[config.mk]
export PLATFORM = sky130hd
export DESIGN_NAME = decoder_2
export DESIGN_NICKNAME = d
export VERILOG_FILES = /design/src/rtl/decoder_2.sv
export SDC_FILE = /design/constraint.sdc
export NUM_CORES = 1
export LEC_CHECK = 0
export ABC_AREA = 1
export CAP_MARGIN = 20
export CORE_MARGIN = 5
export CORE_UTILIZATION = 43
export DETAILED_ROUTE_END_ITERATION = 16
export PLACE_DENSITY = 0.91
export RECOVER_POWER = 100
export SKIP_CTS_REPAIR_TIMING = 1
export SYNTH_ARGS = -nofsm -noshare
export SYNTH_HDL_FRONTEND = slang
export SYNTH_SLANG_ARGS = --single-unit
[constraint.sdc]
create_clock -name clk -period 1.4 [get_ports clk]
set_input_delay 0.28 -clock clk [delete_from_list [all_inputs] [get_ports clk]]
set_output_delay 0.28 -clock clk [all_outputs]
set_load 0.02 [all_outputs]
[src/rtl/decoder_2.sv]
// decoder_2 -- registered wordline decoder for a 2-read / 1-write array.
//
// Three decode lanes share one implementation:
//   lane 0 : read port 1  (address_1, read_enable[0]) -> read_wl1
//   lane 1 : read port 2  (address_2, read_enable[1]) -> read_wl2
//   lane 2 : write port   (address_1, write_enable)   -> write_wl
// Each lane produces a one-hot (or all-zero) wordline vector that is
// registered, giving one clk of latency from inputs to outputs.
//
// Ports:
//   clk          - single clock, all state on the rising edge
//   rst          - synchronous active-high reset, clears all wordlines
//   address_1    - read port 1 / write row address
//   address_2    - read port 2 row address
//   read_enable  - bit0 enables read port 1, bit1 enables read port 2
//   write_enable - write row enable
//   read_wl1     - read port 1 wordlines (one-hot or zero)
//   read_wl2     - read port 2 wordlines (one-hot or zero)
//   write_wl     - write wordlines (one-hot or zero)
//
// Build option:
//   DECODER_2_WR_PRIORITY_EN - when defined, an active write suppresses
//   both read ports; write_wl is unaffected. When undefined, reads and
//   the write decode independently.

// Single decode lane: one-hot of addr when en is high, else all-zero.
// The address only reaches the output through the enable gate, so an
// unknown address on a disabled lane cannot leak into the wordlines.
module decoder_2_lane #(
  parameter int ADDR_WIDTH = 7,
  parameter int WL_COUNT   = 128
) (
  input  logic                  en,
  input  logic [ADDR_WIDTH-1:0] addr,
  output logic [WL_COUNT-1:0]   wl
);
  always_comb begin
    wl = '0;
    if (en) wl[addr] = 1'b1;
  end
endmodule

module decoder_2 #(
  parameter int ADDR_WIDTH = 7,
  parameter int WL_COUNT   = 128
) (
  input  logic                  clk,
  input  logic                  rst,
  input  logic [ADDR_WIDTH-1:0] address_1,
  input  logic [ADDR_WIDTH-1:0] address_2,
  input  logic [1:0]            read_enable,
  input  logic                  write_enable,
  output logic [WL_COUNT-1:0]   read_wl1,
  output logic [WL_COUNT-1:0]   read_wl2,
  output logic [WL_COUNT-1:0]   write_wl
);
  localparam int NUM_LANES = 3;

  logic [NUM_LANES-1:0]                 lane_en;
  logic [NUM_LANES-1:0][ADDR_WIDTH-1:0] lane_addr;
  logic [NUM_LANES-1:0][WL_COUNT-1:0]   lane_wl;
  logic [NUM_LANES-1:0][WL_COUNT-1:0]   wl_q;
  logic [1:0]                           rd_en_eff;

  // Write-priority mode masks the read enables before decode, so the
  // suppression costs nothing on the wide wordline side.
`ifdef DECODER_2_WR_PRIORITY_EN
  assign rd_en_eff = read_enable & {2{~write_enable}};
`else
  assign rd_en_eff = read_enable;
`endif

  assign lane_en   = {write_enable, rd_en_eff[1], rd_en_eff[0]};
  assign lane_addr = {address_1, address_2, address_1};

  genvar g;
  generate
    for (g = 0; g < NUM_LANES; g++) begin : g_lane
      decoder_2_lane #(
        .ADDR_WIDTH (ADDR_WIDTH),
        .WL_COUNT   (WL_COUNT)
      ) u_lane (
        .en   (lane_en[g]),
        .addr (lane_addr[g]),
        .wl   (lane_wl[g])
      );
    end
  endgenerate

  // Reset overrides every enable on the same edge.
  always_ff @(posedge clk) begin
    if (rst) wl_q <= '0;
    else     wl_q <= lane_wl;
  end

  assign read_wl1 = wl_q[0];
  assign read_wl2 = wl_q[1];
  assign write_wl = wl_q[2];

endmodule

==> impl_summary.log <==
[metrics] die height: between 150 and 200 um
[metrics] internal power of the cells: around 17000 uW
[metrics] cell count after synthesis: between 1000 and 1500
[metrics] area inside the core boundary: between 0.02 and 0.025 mm2
[metrics] Layout Nets: between 1500 and 2000
[metrics] Overflow after GRT: 0
[metrics] wire length of the first global-routing pass: approximately 57000 um
[metrics] Mapped Nets: around 1000
[metrics] total placed instance area: roughly 0.015 mm2
[metrics] MaxCap Viol Count: 0
[metrics] number of diodes added for antenna fixing: 0
[metrics] post-synthesis sequential area ratio: between 70% and 80%
[metrics] buffer cell driving the clock tree root: sky130_fd_sc_hd__clkbuf_16
[metrics] GRT Resource Usage Total: 27.4%
[metrics] number of standard cells in the final layout excluding fillers: between 1500 and 2000
[metrics] count of endpoints failing setup in the final report: 1
[metrics] die width: between 150 and 200 um
[metrics] Placement Rows: 56
[metrics] I/O pin count: ~400
[metrics] detailed placer's ending HPWL: between 20000 and 30000 um
[metrics] type of element capturing the critical path: flop
[metrics] violations in the final reports: setup timing
[metrics] distinct cell type count after synthesis: 14
[metrics] fin area: around 0.017 mm2
[metrics] worst slew pin tran: just over 0.4 ns
[metrics] path type of the worst setup path: input port to flop
[metrics] outcome: finished, violations left
[metrics] portion of total power attributed to sequential cells: 49.6%
[metrics] cell total after placement: 1786
[metrics] Final Hold Violating Endpoints: 0
[metrics] global placer's final weighted congestion: 0.867
[metrics] clock share of power: approximately 47%
[metrics] Data arrival, critical path: roughly 1.8 ns
[metrics] Total Wirelength: roughly 42000 um
[metrics] total power per unit cell area: 1300 mW/mm2
[metrics] max frequency: 0.702 GHz
[metrics] post-route ant nets: 0
[metrics] DRC marker count from the first detailed-route iteration: 800
[metrics] clk sinks: 384
[metrics] final core utilization: between 70% and 80%
[metrics] total vias in the final route: 9288
[metrics] Worst setup SP type: input port
[metrics] pin count of the biggest net entering global routing: 52
[metrics] Max Transition Viols Final: 0
[metrics] worst path required time: roughly 1.8 ns
[metrics] detail-routed via count per cell: ~5.0
[metrics] clock-pin slew on the worst setup and hold paths: approximately 0.070 ns
[metrics] clock tree from TritonCTS: yes
[metrics] minimum clock period after layout: approximately 1.4 ns
[metrics] DRC violations left: 0
[metrics] portion of total power attributed to combinational logic: approximately 3.5%
[metrics] routed wire length per instance: ~23 um
[metrics] worst-case headroom to the max-slew limit: a little over 70%
[metrics] total die area: roughly 0.027 mm2
[metrics] worst setup margin: -0.0235 ns
[metrics] syn avg cell area: 10.0 um2
[metrics] crit share post-route: 102%
[metrics] worst-path fanout max: 8
[metrics] Initial Utilization: 43.8%
[metrics] H-Tree Level Count: 2
[metrics] number of antenna violations at the first check in global routing: 0
[metrics] number of warnings reported in the yosys synthesis log: 0
[metrics] TritonCTS Buffers: 37
[metrics] First-pass DRT Iterations: 5
[metrics] switching power as a share of total power: roughly a fifth
[metrics] worst min path class: input port to flop
[metrics] via count of the first global-routing pass: around 9500
[metrics] quantity of I/O buffers inserted on ports: 402
[metrics] leakage power of the design: 0.0120 uW
[metrics] Synth Register Bits: between 300 and 400
[metrics] buffer depth of the longest clock path: 3
[metrics] Filler Cells Inserted: 1412
[metrics] net switching power figure: 4710 uW
[metrics] worst voltage drop across the vdd grid: roughly 0.0010 V
[metrics] fraction of layout instances using a drive strength above 1: roughly 15%
[metrics] post-synth design cell area: 0.0103 mm2
[metrics] area added between synthesis and finish: 65.1%
[layout by cell type, fill, tap and decap left out, types with 11 or more instances in the layout]
master                            Yosys  final
sky130_fd_sc_hd__dlymetal6s2s_1       0    311
sky130_fd_sc_hd__clkdlybuf4s50_1      0     16
sky130_fd_sc_hd__clkbuf_16            0     38
sky130_fd_sc_hd__buf_12               0     13
sky130_fd_sc_hd__clkbuf_1            13     19
sky130_fd_sc_hd__clkbuf_2             0     73
sky130_fd_sc_hd__inv_1               19     19
sky130_fd_sc_hd__buf_4                3     54
sky130_fd_sc_hd__nor2_1             340    339
sky130_fd_sc_hd__nor2_2              13     12
sky130_fd_sc_hd__nor3_1              68     68
sky130_fd_sc_hd__dfxtp_1            384    384
sky130_fd_sc_hd__nand2_1            135    132
sky130_fd_sc_hd__nand3_1             11     11
[area by class of cell]
class                           instances  area [um2]  area share (%)
Clock buffer                           50        1080            6.35
Clock inverter                         15         191            1.13
Inverter                               25        93.8           0.554
Multi-Input combinational cell        568        2300            13.6
Sequential cell                       384        7690            45.3
Tap cell                              319         399            2.35
Timing Repair Buffer                  490        5200            30.7
[cell usage after synthesis]
cell                       number  share of area (%)
sky130_fd_sc_hd__dfxtp_1      384                 75
sky130_fd_sc_hd__nor3_1        68                3.3
sky130_fd_sc_hd__nand3_2        1              0.097
sky130_fd_sc_hd__clkbuf_1      13               0.48
sky130_fd_sc_hd__inv_1         19               0.69
sky130_fd_sc_hd__nor2_1       340                 12
sky130_fd_sc_hd__inv_2          3               0.11
sky130_fd_sc_hd__nand3_1       11               0.54
sky130_fd_sc_hd__nor2_2        13               0.79
sky130_fd_sc_hd__nand2_1      135                4.9
sky130_fd_sc_hd__buf_4          3               0.22
sky130_fd_sc_hd__buf_2         22                1.1
sky130_fd_sc_hd__clkinv_1       3               0.11
sky130_fd_sc_hd__buf_1         10               0.37
[power by group through the flow]
stage / Combinational, uW / Clock, uW / Sequential [uW]
5_1_grt: 825 / 10900 / 10900
4_1_cts: 782 / 10400 / 10900
3_3_place_gp: 757 / 0 / 11200
3_5_place_dp: 769 / 0 / 11200
2_1_floorplan: 303 / 0 / 11200
6_report: 779 / 10300 / 10900
[logic make-up (layout without fill, tap and decap cells)]
family                 count (synthesis)  after routing  synth area share (%)
buffers and inverters                 73            580                  3.05
and+or+nand+nor                      568            568                  22.1
DFF                                  384            384                  74.9
[sequential cells by signal, summed over array words and instances (netlist names)]
name / cells
read_wl1: 128
read_wl2: 128
write_wl: 128
[final timing paths]
kind / start / to / slack, ns / cells after the start
min: address_1[2] / read_wl1[2] / 0.60 / 6
max: address_1[5] / read_wl1[84] / -0.02 / 7
[metrics by stage]
| stage | power, uW | setup TNS (ns) | setup WS, ns | hold WS (ns) |
|---|---|---|---|---|
| after floorplan | 11500 | 0 | 0.315 | 0.476 |
| after CTS | 22100 | -130.43 | -0.445 | 0.576 |
| final | 22100 | -0.0235 | -0.0235 | 0.604 |
| after global routing | 22700 | -0.471 | -0.0364 | 0.638 |
| after global placement | 12000 | -70.04 | -0.374 | 1.08 |
| after detailed placement | 12000 | -87.74 | -0.424 | 1.08 |
[worst max-delay path, stage by stage]
cell and delay, ns:
sky130_fd_sc_hd__clkdlybuf4s50_1 0.51, sky130_fd_sc_hd__inv_1 0.16, sky130_fd_sc_hd__nand2_1 0.19, sky130_fd_sc_hd__nor2_2 0.16, sky130_fd_sc_hd__buf_4 0.19, sky130_fd_sc_hd__nand2_1 0.12, sky130_fd_sc_hd__nor2_1 0.22
[routing by layer]
layer	part of all wire [%]	vias to the layer above	GRT usage, %
met2	51	577	49.0
li1	-	4101	-
met1	34	4440	29.4
met4	5.7	0	12.3
met5	0	-	0
met3	9.7	170	8.73
Power figures use the tool's default switching activity.
